===== src/rtl/hazard_sb.sv =====
// Scoreboard hazard/forwarding unit: tracks in-flight GP writes EX..WB, stalls ID and picks forward sources.
// Optional stall-cycle counter on or_stall_cnt when HAZARD_STALL_CNT_EN is defined.
module hazard_sb #(
  parameter int REG_W = 4,
  parameter int DEPTH = 4,
  parameter int LAT_W = 2,
  parameter int SEL_W = 3
) (
  input  logic             iw_clk,
  input  logic             iw_rst,
  input  logic             iw_id_valid,
  input  logic             iw_id_has_src_a,
  input  logic [REG_W-1:0] iw_id_src_a,
  input  logic             iw_id_has_src_b,
  input  logic [REG_W-1:0] iw_id_src_b,
  input  logic             iw_id_tgt_we,
  input  logic [REG_W-1:0] iw_id_tgt,
  input  logic [LAT_W-1:0] iw_id_lat,
  input  logic             iw_flush,
  input  logic             iw_hold,
  output logic             ow_stall,
  output logic [SEL_W-1:0] ow_fwd_sel_a,
  output logic [SEL_W-1:0] ow_fwd_sel_b
`ifdef HAZARD_STALL_CNT_EN
  ,
  output logic [31:0]      or_stall_cnt
`endif
);

  logic [DEPTH-1:0] v_q, v_d;
  logic [DEPTH-1:0] we_q, we_d;
  logic [REG_W-1:0] tgt_q [DEPTH];
  logic [REG_W-1:0] tgt_d [DEPTH];
  logic [LAT_W-1:0] lat_q [DEPTH];
  logic [LAT_W-1:0] lat_d [DEPTH];

  logic             hazard_a, hazard_b;
  logic [SEL_W-1:0] sel_a, sel_b;
  logic [LAT_W-1:0] lat_ins;
  logic             insert;

  // Returns {hazard, sel}; the scan keeps the lowest (youngest) matching writer.
  function automatic logic [SEL_W:0] match(input logic en, input logic [REG_W-1:0] src);
    logic             found;
    logic [SEL_W:0]   res;
    found = 1'b0;
    res   = '0;
    for (int k = 0; k < DEPTH; k++) begin
      if (en && !found && v_q[k] && we_q[k] && tgt_q[k] == src) begin
        found = 1'b1;
        if (k < int'(lat_q[k])) res = {1'b1, {SEL_W{1'b0}}};
        else                    res = {1'b0, SEL_W'(k + 1)};
      end
    end
    return res;
  endfunction

  always_comb begin
    {hazard_a, sel_a} = match(iw_id_valid & iw_id_has_src_a, iw_id_src_a);
    {hazard_b, sel_b} = match(iw_id_valid & iw_id_has_src_b, iw_id_src_b);
  end

  assign ow_stall     = hazard_a | hazard_b;
  assign ow_fwd_sel_a = sel_a;
  assign ow_fwd_sel_b = sel_b;

  assign lat_ins = (int'(iw_id_lat) > DEPTH - 1) ? LAT_W'(DEPTH - 1) : iw_id_lat;
  assign insert  = iw_id_valid & ~ow_stall & ~iw_flush;

  always_comb begin
    v_d  = v_q;
    we_d = we_q;
    tgt_d = tgt_q;
    lat_d = lat_q;
    if (!iw_hold) begin
      for (int k = DEPTH - 1; k > 0; k--) begin
        v_d[k]   = v_q[k-1];
        we_d[k]  = we_q[k-1];
        tgt_d[k] = tgt_q[k-1];
        lat_d[k] = lat_q[k-1];
      end
      v_d[0]   = insert;
      we_d[0]  = insert & iw_id_tgt_we;
      tgt_d[0] = insert ? iw_id_tgt : '0;
      lat_d[0] = insert ? lat_ins : '0;
    end
  end

  always_ff @(posedge iw_clk or posedge iw_rst) begin
    if (iw_rst) begin
      v_q  <= '0;
      we_q <= '0;
      for (int k = 0; k < DEPTH; k++) begin
        tgt_q[k] <= '0;
        lat_q[k] <= '0;
      end
    end else begin
      v_q   <= v_d;
      we_q  <= we_d;
      tgt_q <= tgt_d;
      lat_q <= lat_d;
    end
  end

`ifdef HAZARD_STALL_CNT_EN
  logic [31:0] stall_cnt_q, stall_cnt_d;

  // Flushed stalls are not real stall cycles; the pipeline ignores them.
  always_comb begin
    stall_cnt_d = stall_cnt_q;
    if (!iw_hold && ow_stall && !iw_flush) stall_cnt_d = stall_cnt_q + 32'd1;
  end

  always_ff @(posedge iw_clk or posedge iw_rst) begin
    if (iw_rst) stall_cnt_q <= '0;
    else        stall_cnt_q <= stall_cnt_d;
  end

  assign or_stall_cnt = stall_cnt_q;
`endif

endmodule

===== config.mk =====
export PLATFORM = sky130hd
export DESIGN_NAME = hazard_sb
export DESIGN_NICKNAME = d
export VERILOG_FILES = /design/src/rtl/hazard_sb.sv
export SDC_FILE = /design/constraint.sdc
export NUM_CORES = 1
export LEC_CHECK = 0
export CAP_MARGIN = 30
export CELL_PAD_IN_SITES_DETAIL_PLACEMENT = 0
export CELL_PAD_IN_SITES_GLOBAL_PLACEMENT = 1
export CORE_ASPECT_RATIO = 0.8
export CORE_UTILIZATION = 40
export DETAILED_ROUTE_END_ITERATION = 8
export PLACE_DENSITY = 0.8
export SYNTH_ARGS = -nofsm -noshare
export SYNTH_HDL_FRONTEND = slang
export SYNTH_SLANG_ARGS = --single-unit

===== constraint.sdc =====
create_clock -name iw_clk -period 2.4 [get_ports iw_clk]
set_input_delay 0.24 -clock iw_clk [delete_from_list [all_inputs] [get_ports iw_clk]]
set_output_delay 0.24 -clock iw_clk [all_outputs]
set_load 0.005 [all_outputs]

# After elaboration in Yosys (flattened, before gate mapping)
# Cells that the tools add are included.
dict set report op_classes {
  order_cmp 3
  eq_ne 8
  n_mux 19
  n_bitwise 8
  reduce_logical 36
}
# cell n
set op_table {}
lappend op_table {{4-bit two-way mux} 12}
lappend op_table {{4-bit equality test} 8}
lappend op_table {{1-bit logical AND} 30}
lappend op_table {{1-bit zero test} 6}
lappend op_table {{1-bit two-way mux} 6}
lappend op_table {{1-bit AND} 5}
lappend op_table {{1-bit by 2-bit < comparator with 1-bit output (first input constant)} 2}
lappend op_table {{2-bit < comparator (first input constant)} 1}
lappend op_table {{2-bit two-way mux} 1}
lappend op_table {{1-bit inverter} 2}
lappend op_table {{1-bit bitwise OR} 1}
dict set report word_totals {
  regBits 30
  elab_cells 83
}

# Logic depth before layout (Yosys ltp)
# Gate-level depths: netlist (run 1).
dict set report logic_depth {
  ltp_word 28
  mapped_depth 7
}

# Least setup slack after synthesis (run 1)
# Ideal clock, no wire load.
dict set report synth_timing {
  path_kind {register -> output}
  from {register tgt_q[4] (netlist name)}
  to {output ow_stall}
  arrival_time_ps 1614
  t_required_ps 2160
  slack_ps 546
  stages_incl_launch_ff 7
  n_path_buf 0
  path_cell_list {dfrtp_1 > xnor2_1 > nand3_2 > or3_1 > a21oi_2 > a2bb2oi_4 > nand2b_1}
}
dict set report synth_via {
  elab_chain_cells 10
}
# item line
set synth_lines {}
lappend synth_lines {{start: declaration} 32} ;# logic [REG_W-1:0] tgt_q [DEPTH];
lappend synth_lines {{start signal: assignment} 100} ;# tgt_q <= tgt_d;
lappend synth_lines {{4-bit equality test} 49} ;# if (en && !found && v_q[k] && we_q[k] && tgt_q[k] == src) begin
lappend synth_lines {{1-bit logical AND} 49}
lappend synth_lines {{1-bit two-way mux} 49}
lappend synth_lines {{1-bit zero test} 49}
lappend synth_lines {{1-bit logical AND (4 in a row)} 49}
lappend synth_lines {{4-bit two-way mux} 49}
lappend synth_lines {{1-bit bitwise OR *} 63} ;# assign ow_stall = hazard_a | hazard_b;
lappend synth_lines {{end: declaration} 21} ;# output logic ow_stall,
# Every way passes the cells marked *; elsewhere a longest branch is shown, timed or not.

# Worst setup path after layout (run 1)
dict set report layout_timing {
  from {register tgt_q[7] (netlist name)}
  to {output ow_fwd_sel_a[0]}
}
dict set report layout_via {
  elab_chain_cells 9
}
# item line
set layout_lines {}
lappend layout_lines {{4-bit equality test *} 49}
lappend layout_lines {{1-bit logical AND *} 49}
lappend layout_lines {{1-bit two-way mux} 49}
lappend layout_lines {{1-bit zero test} 49}
lappend layout_lines {{1-bit logical AND (4 in a row)} 49}
lappend layout_lines {{4-bit two-way mux *} 49}
lappend layout_lines {{end: declaration} 22} ;# output logic [SEL_W-1:0] ow_fwd_sel_a,
# Marked as above.

==> impl_metrics.ini, run 1 <==
[outcome]
outcome = complete, no violations

[power]
power_leakage_nw = 1.20
p_sw_share_pct = 24.4
p_int_mw = 1.15
p_comb_share_pct = 17.8
netSwitchingPower_mw = 0.369
finalPower_mw = 1.51
pwr-share-seq_pct = 39.7
p_per_area_nw_per_um2 = 580
ir_drop_mv = 0.309
p_clk_share_pct = 42.4

[synthesis]
synth_edf_count = 0
synthCells = 168
syn_area_um2 = 1820
syn-mean-instance-area_um2 = 10.8
synth.top_cell.area_share_pct = 41.2
ys_async_sr_fraction_pct = 100
ys_seq_elements = 30
ys_types = 41
yosys-top-cells-count = dfrtp_1, mux2_2, xor2_1, nand2_1, xnor2_1
post-synth-top-count-cell = dfrtp_1
synth_flop_cell = dfrtp_1
syn_nets = 190
synth-seq-area-share_pct = 41.2
netlist_top_cells_area = dfrtp_1, mux2_2, xor2_1
yosys.area.top_type = dfrtp_1
yosysWarnings = 0

[sta]
skew_ns = 0.00772
setup_viol = 0
finalMaxSlewViolations = 0
rsz0062_at_grt = true
clock.fmax_mhz = 428
layout_min_cycle_time_ns = 2.34
tightest_slew_ns = 0.462
slew_headroom_pct = 69.1
fin_crit_sh_pct = 97.3
hold_violations = 0

[critical_path]
path_delay_family = simple AND/OR/NAND/NOR gates
crit_path_start_kind = register
ff2ff_path_depth = 8
crit_start = tgt_q[7]
slowest_stage = dfrtp_2
path_max_fanout = 3
worstPathCellList = buf_4 > xor2_1 > or3_4 > nor3b_4 > buf_4 > mux2i_1 > nor2_1 > clkdlybuf4s15_2
cp_data_required_time_ns = 2.16
timing.rr.end = tgt_q[14]
max_stage_delay_ns = 0.42
worst-r2r-setup-slack_ns = 0.47
crit_arrival_ns = 2.10
endpoint_kind = output pin
regToRegStartpoint = tgt_q[5]
path_common_cell = buf_4
crit_type = reg -> out
cp_num_buf_inv = 3

[cells_and_area]
diodes = 0
area_delta_synth_final_pct = 43.4
layout.cells.non_filler = 289
drive_above_1_share_pct = 39.7
layout.nets = 253
final_cell_area_um2 = 2610

[detailed_routing]
dr.pass1.iters = 4
routed_wl_mm = 4.55
viasPerCell = 5.19
antenna_left = 0
drc_errors = 0
routed-wl-met2_mm = 2.18
routedWlPerCell_um = 15.7
highest_layer = met4
via_count = 1500
wl_met3_um = 204
met1_length_mm = 2.10
drt_iter0_markers = 83

[cts]
clk_path_buf_depth = 2
cts.sinks = 30
numCtsBuffers = 5
cts.clk_slew.worst_paths_ns = 0.07
postCtsHoldBufs = 0
cts-root-buf = clkbuf_8
clk_latency_ns = 0.29
cts_tree = yes
h-tree-depth = 2

[grt]
grt_max_degree = 31
antenna_found_initial = 0
grt_util_all_layers_pct = 20.4
grt_pass1_wl_mm = 7.37
grt_pass1_vias = 1532
overflow = 0

[floorplan]
io_pins = 29
row_count = 21
die_h_um = 62.4
start_util_pct = 42.5
dieArea_um2 = 4830
die_x_um = 77.5
core_area_um2 = 4280

[placed_design]
routabilityCongestion = 0.806
dpl.hpwl_mm = 3.26
place_area_um2 = 2330
dp.cells = 272
numPortBuffers = 28

[worst_hold_path]
hold_class = in -> async

[flow_run]
maxCapViolCount = 0
==> cell families (layout without fill, tap and decap cells) <==
| kind of cell | count (synthesis) | after routing | synth area share, % |
|---|---|---|---|
| AND/OR/NAND/NOR | 56 | 56 | 16.6 |
| XOR/XNOR | 32 | 32 | 16.2 |
| flip-flops | 30 | 30 | 41.2 |
| multiplexers | 23 | 23 | 14.1 |
| AO/OA/AOI/OAI | 20 | 20 | 9.69 |
| buffers and inverters | 7 | 71 | 2.13 |
==> metal layers <==
metal,vias up,global-route usage [%]
li1,719,-
met1,741,27.6
met2,33,31.4
met3,7,4.56
met4,0,8.25
met5,-,0
==> layout make-up <==
| type | instances | area (µm²) |
|---|---|---|
| Fill cell | 346 | 1670 |
| Multi-Input combinational cell | 131 | 1110 |
| Sequential cell | 30 | 754 |
| Timing Repair Buffer | 62 | 529 |
| Clock buffer | 6 | 82.6 |
| Tap cell | 57 | 71.3 |
| Clock inverter | 2 | 60.1 |
| Inverter | 1 | 3.75 |
==> per-stage QoR <==
stage,hold WS (ns),setup slack (ns),TNS (ns),utilization (%)
after floorplan,0.331,0.546,0,-
after global placement,0.485,-0.352,-1.55,54.3
after detailed placement,0.499,-0.380,-1.75,54.3
after CTS,0.345,-0.0564,-0.0564,59.5
after global routing,0.370,-0.0782,-0.155,61.0
final,0.336,0.0641,0,61.0
==> cells in the final DEF, fill, tap and decap left out, types with 2 or more instances in the layout <==
cell / synthesis / routed
dfrtp_1: 30 / 27
a21oi_2: 1 / 2
nor2_1: 7 / 4
nor3_2: 1 / 2
nand2b_1: 2 / 2
o311ai_2: 1 / 2
dlymetal6s2s_1: 0 / 3
clkbuf_8: 0 / 6
nand2_1: 14 / 14
dlygate4sd2_1: 0 / 8
nand4_1: 2 / 2
bufinv_16: 0 / 2
nand3_1: 12 / 12
nor2_2: 0 / 3
xnor2_2: 2 / 4
mux2_2: 22 / 22
nor3_1: 3 / 2
and3_1: 3 / 3
xnor2_1: 14 / 12
buf_4: 1 / 34
and4_1: 2 / 2
xor2_1: 16 / 15
dfrtp_2: 0 / 3
clkdlybuf4s50_1: 0 / 14
or3_1: 3 / 2
o21ai_1: 8 / 8
==> registers in the layout, indices dropped and copies added, names as in the netlist <==
name,flops
tgt_q,16
we_q,4
lat_q,6
v_q,4
==> worst max path at each step <==
stage                      end  cells past startpoint
2_1_floorplan         ow_stall                      6
3_3_place_gp   ow_fwd_sel_b[0]                      7
3_5_place_dp   ow_fwd_sel_b[0]                      7
4_1_cts        ow_fwd_sel_a[0]                      9
5_1_grt        ow_fwd_sel_a[0]                      9
6_report       ow_fwd_sel_a[0]                      8
==> power groups by stage <==
stage               Clock [mW]  Combinational, mW  Sequential, mW
finish                   0.643              0.270           0.602
global route             0.676              0.293           0.608
CTS                      0.659              0.259           0.599
detailed placement           0              0.247           0.609
global placement             0              0.242           0.605
floorplan                    0              0.147           0.596
==> tightest hold or removal path, stage by stage <==
cell,delay (ns)
clkdlybuf4s50_1,0.39
inv_1,0.06
buf_4,0.35
==> timing repair <==
item / 4_1_cts / 5_1_grt
buffers inserted: 7 / 3
endpoints found under the setup margin: 7 / 6
resized for setup: 23 / 14
gates cloned: 0 / 0
pin swaps: 11 / 6
hold endpoints to repair: 0 / 0
(Power assumes the default switching activity.)
==> inputs of run 2 (changes only) <==
Settings changed: TNS_END_PERCENT set to 30.
==> run 2 against run 1 <==
Effect of this change: the run now ends with setup timing left; global-route usage fell by 0.63 points; flip-flop and latch count is the same; sequential share of layout area increased by 0.24 points; cell area down 0.81%; routed wire length down 3.4%; worst setup slack got worse by 0.22 ns; worst hold slack barely moved; register-to-register slack gained 0.02 ns; largest cell class unchanged.
==> impl_metrics.ini, run 2 (synthesis results as in run 1) <==
[outcome]
outcome = complete, but fails checks
violations = setup timing

[critical_path]
crit_start = tgt_q[7]
path_max_fanout = 3
slowest_stage = clkdlybuf4s50_1
ff2ff_path_depth = 8
crit_path_start_kind = register
regToRegStartpoint = tgt_q[7]
crit_type = reg -> out
worst-r2r-setup-slack_ns = 0.49
cp_num_buf_inv = 2
endpoint_kind = output pin
timing.rr.end = tgt_q[15]
path_delay_family = simple AND/OR/NAND/NOR gates
worstPathCellList = buf_4 > xor2_1 > or3_4 > nor3b_4 > mux2i_1 > nor2_1 > clkdlybuf4s50_1
max_stage_delay_ns = 0.50
crit_arrival_ns = 2.31
cp_data_required_time_ns = 2.16

[placed_design]
place_area_um2 = 2330
routabilityCongestion = 0.806
numPortBuffers = 28
dpl.hpwl_mm = 3.26

[floorplan]
start_util_pct = 42.5
die_h_um = 62.4
io_pins = 29
core_area_um2 = 4280
dieArea_um2 = 4830
die_x_um = 77.5
row_count = 21

[detailed_routing]
drt_iter0_markers = 59
routed_wl_mm = 4.39
wl_met3_um = 143
drc_errors = 0
via_count = 1443
met1_length_mm = 2.13
highest_layer = met4
dr.pass1.iters = 6
routed-wl-met2_mm = 2.07
antenna_left = 0
viasPerCell = 5.10
routedWlPerCell_um = 15.5

[cts]
numCtsBuffers = 5
cts_tree = yes
cts.sinks = 30
clk_path_buf_depth = 2
cts-root-buf = clkbuf_8
cts.clk_slew.worst_paths_ns = 0.07
postCtsHoldBufs = 0
clk_latency_ns = 0.29
h-tree-depth = 2

[cells_and_area]
top_register = tgt_q
final_cell_area_um2 = 2590
layout_commonest_cell = buf_4
top_regs = tgt_q (16), lat_q (6)
diodes = 0
drive_above_1_share_pct = 38.5
final_cell_mix = buf_4, dfrtp_1, mux2_2
fin_util_pct = 60.5
largest_reg_flops = 16
layout.nets = 247
area_delta_synth_final_pct = 42.2

[worst_hold_path]
hold_class = in -> async

[grt]
grt_util_all_layers_pct = 19.7
antenna_found_initial = 0
grt_max_degree = 31
grt_pass1_vias = 1460
overflow = 0
grt_pass1_wl_mm = 7.12

[sta]
fin_crit_sh_pct = 106
postLayoutSetupSlackWorst_ns = -0.153
setup_viol = 2
finalMaxSlewViolations = 0
slew_headroom_pct = 70.5
tightest_slew_ns = 0.441
skew_ns = 0.00869
hold_violations = 0
layout_min_cycle_time_ns = 2.55
rsz0062_at_grt = true
clock.fmax_mhz = 392

[power]
ir_drop_mv = 0.325
p_per_area_nw_per_um2 = 584
power_leakage_nw = 1.20

[flow_run]
maxCapViolCount = 0
==> run 2: cell count changes in the layout (fill, tap and decap cells not counted), sizes merged <==
| cell | previous run | this run |
|---|---|---|
| buf | 34 | 28 |
| clkdlybuf4s50 | 14 | 17 |
| clkdlybuf4s15 | 2 | 0 |
| dlygate4sd2 | 8 | 6 |
| dlymetal6s2s | 3 | 4 |
==> run 2: per-layer routing <==
metal | up-vias | global-route usage [%]
met5 | - | 0
met4 | 0 | 7.08
met3 | 7 | 4.56
met2 | 21 | 30.3
met1 | 705 | 27.1
li1 | 710 | -
==> run 2: repair_timing <==
item | 4_1_cts | 5_1_grt
pin swaps | 5 | 6
setup buffers | 1 | 2
gates resized for setup | 15 | 19
endpoints found under the setup margin | 7 | 7
==> run 2: layout make-up <==
| type | instances | area, µm² |
|---|---|---|
| clock buffers | 6 | 82.6 |
| clock inverters | 2 | 60.1 |
| fillers | 345 | 1690 |
| inverters | 1 | 3.75 |
| multi-input cells | 131 | 1130 |
| flip-flops and latches | 30 | 754 |
| well taps | 57 | 71.3 |
| repair buffers | 56 | 488 |
==> run 2: where the power goes <==
part	switching (mW)	internal [mW]	total, mW
logic	0.116	0.150	0.267
registers	0.0516	0.551	0.603
clock network	0.201	0.443	0.644
total	0.369	1.14	1.51
==> run 2: through the flow <==
stage          cells  setup slack (ns)  hold WS [ns]  total power, mW  TNS (ns)
3_5_place_dp     272            -0.380         0.499            0.856     -1.75
6_report         283            -0.153         0.336             1.51    -0.255
5_1_grt          283            -0.242         0.370             1.58    -0.481
2_1_floorplan    168             0.546         0.331            0.744         0
3_3_place_gp     272            -0.352         0.485            0.847     -1.55
4_1_cts          281            -0.231         0.345             1.51    -0.749
==> run 2: worst min-delay path, stage by stage <==
cell,delay (ns)
clkdlybuf4s50_1,0.39
inv_1,0.06
buf_4,0.35
==> run 2: worst max-delay path by stage <==
| stage | cells after the start | slack (ns) | end |
|---|---|---|---|
| global placement | 7 | -0.35 | ow_fwd_sel_b[0] |
| CTS | 7 | -0.23 | ow_stall |
| detailed placement | 7 | -0.38 | ow_fwd_sel_b[0] |
| finish | 7 | -0.15 | ow_fwd_sel_a[0] |
| floorplan | 6 | 0.55 | ow_stall |
| global route | 7 | -0.24 | ow_fwd_sel_a[0] |
==> inputs of run 3 (changes only) <==
Settings changed: CTS_CLUSTER_DIAMETER set to 60, GPL_TIMING_DRIVEN set to 0, SKIP_CTS_REPAIR_TIMING set to 1.
==> run 3 against run 2 <==
Effect of this change: the flow still finishes with violations (setup timing); clock power is 36% lower; non-clock buffer count decreased by 17; maximum frequency down 5.3%; routed wire length is 0.30% higher; highest routed layer unchanged; clock skew is 0.0032 ns lower; worst setup slack lost 0.14 ns; final cell count down 6.0%; flip-flop and latch count unchanged; critical path depth unchanged.
==> impl_metrics.ini, run 3 (synthesis results as in run 1) <==
[grt]
grt_max_degree = 18
overflow = 0
grt_util_all_layers_pct = 19.0
grt_pass1_vias = 1408
grt_pass1_wl_mm = 6.89
antenna_found_initial = 0

[sta]
skew_ns = 0.00550
hold_violations = 0
slew_headroom_pct = 56.2
finalMaxSlewViolations = 0
clock.fmax_mhz = 371
layout_min_cycle_time_ns = 2.70
setup_viol = 4
fin_setup_tns_ns = -0.777
postLayoutSetupSlackWorst_ns = -0.297
fin_crit_sh_pct = 112
tightest_slew_ns = 0.657
rsz0062_at_grt = true

[cts]
clk_latency_ns = 0.28
h-tree-depth = 2
cts.sinks = 30
cts_tree = yes
numCtsBuffers = 5
cts.clk_slew.worst_paths_ns = 0.06
clk_path_buf_depth = 2
cts-root-buf = clkbuf_8

[power]
p_clk_share_pct = 32.5
power_leakage_nw = 1.11
p_comb_share_pct = 19.7
netSwitchingPower_mw = 0.354
ir_drop_mv = 0.403
p_sw_share_pct = 27.8
pwr-share-seq_pct = 47.7
p_per_area_nw_per_um2 = 518
finalPower_mw = 1.27
p_int_mw = 0.920

[cells_and_area]
layout_commonest_cell = dfrtp_1
multiInputGateArea_um2 = 1160
ff_latch_area_um2 = 758
diodes = 0
area_delta_synth_final_pct = 35.1
layout.nets = 230
top_register = tgt_q
fillers = 365
largest_reg_flops = 16
final_cell_mix = dfrtp_1, mux2_2, clkdlybuf4s50_1
drive_above_1_share_pct = 36.4
top_regs = tgt_q (16), lat_q (6)
final_cell_area_um2 = 2460
layout.cells.non_filler = 266

[floorplan]
die_x_um = 77.5
io_pins = 29
start_util_pct = 42.5
row_count = 21
die_h_um = 62.4
core_area_um2 = 4280
dieArea_um2 = 4830

[placed_design]
dpl.hpwl_mm = 3.30
dp.cells = 251
routabilityCongestion = 0.843
dp_slack_ns = -0.532
place_area_um2 = 2170
numPortBuffers = 25

[detailed_routing]
dr.pass1.iters = 4
drc_errors = 0
routedWlPerCell_um = 16.6
via_count = 1417
routed_wl_mm = 4.40
antenna_left = 0
viasPerCell = 5.33
drt_iter0_markers = 65

[critical_path]
ff2ff_path_depth = 8
endpoint_kind = output pin
crit_arrival_ns = 2.46
crit_path_start_kind = register
crit_type = reg -> out
path_max_fanout = 5
cp_data_required_time_ns = 2.16

[worst_hold_path]
hold_class = in -> async

[outcome]
outcome = complete, but fails checks
violations = setup timing

[flow_run]
maxCapViolCount = 0
[run 3: changes by cell type in the layout (fill, tap and decap cells not counted), sizes merged]
cell,delta
dlymetal6s2s,+2
buf,-15
clkdlybuf4s50,+2
dlygate4sd2,-6
bufinv,-2
clkbuf,+1
clkinv,+1
[run 3: worst max-delay path, stage by stage (launching register included)]
cell	delay, ns
dfrtp_1	0.46
xnor2_2	0.17
nand3_2	0.14
or3_4	0.36
a21oi_2	0.18
a2bb2oi_4	0.22
nand2b_1	0.15
clkdlybuf4s50_1	0.50
[run 3: metrics by stage]
step / hold WS, ns / utilization (%)
finish: 0.335 / 57.5
global route: 0.393 / 57.5
CTS: 0.351 / 52.8
detailed placement: 0.500 / 50.7
global placement: 0.488 / 50.0
floorplan: 0.331 / -
[run 3: path summary, 6_finish.rpt]
path	from	endpoint	slack [ns]
hold / removal	iw_rst	tgt_q[5]	0.33
max in group asynchronous	iw_rst	tgt_q[7]	1.55
min in group iw_clk	iw_id_tgt[3]	tgt_q[15]	0.51
setup reg to reg	tgt_q[5]	lat_q[6]	0.47
setup / recovery	tgt_q[5]	ow_stall	-0.30
hold reg to reg	lat_q[4]	lat_q[4]	0.51
[run 3: layer usage]
metal  up-vias  part of all wire [%]  global-route usage, %
met4         0                   1.6                   6.37
met3         8                   3.8                   4.56
met1       712                    48                   27.0
met5         -                     0                      0
li1        674                     -                      -
met2        23                    46                   28.3
[run 3: cell type report]
class / count / area share, %
plain buffers: 6 / 1.42
inverters: 1 / 0.153
well taps: 57 / 2.90
clock inverters: 1 / 0.203
multi-input cells: 131 / 47.0
repair buffers: 33 / 14.0
clock buffers: 7 / 3.51
flip-flops and latches: 30 / 30.8
[run 3: power groups by stage]
stage               Combinational, mW  Sequential, mW  Clock, mW
floorplan                       0.147           0.596          0
global placement                0.211           0.607          0
detailed placement              0.222           0.612          0
CTS                             0.223           0.603      0.425
global route                    0.272           0.613      0.450
finish                          0.251           0.608      0.415
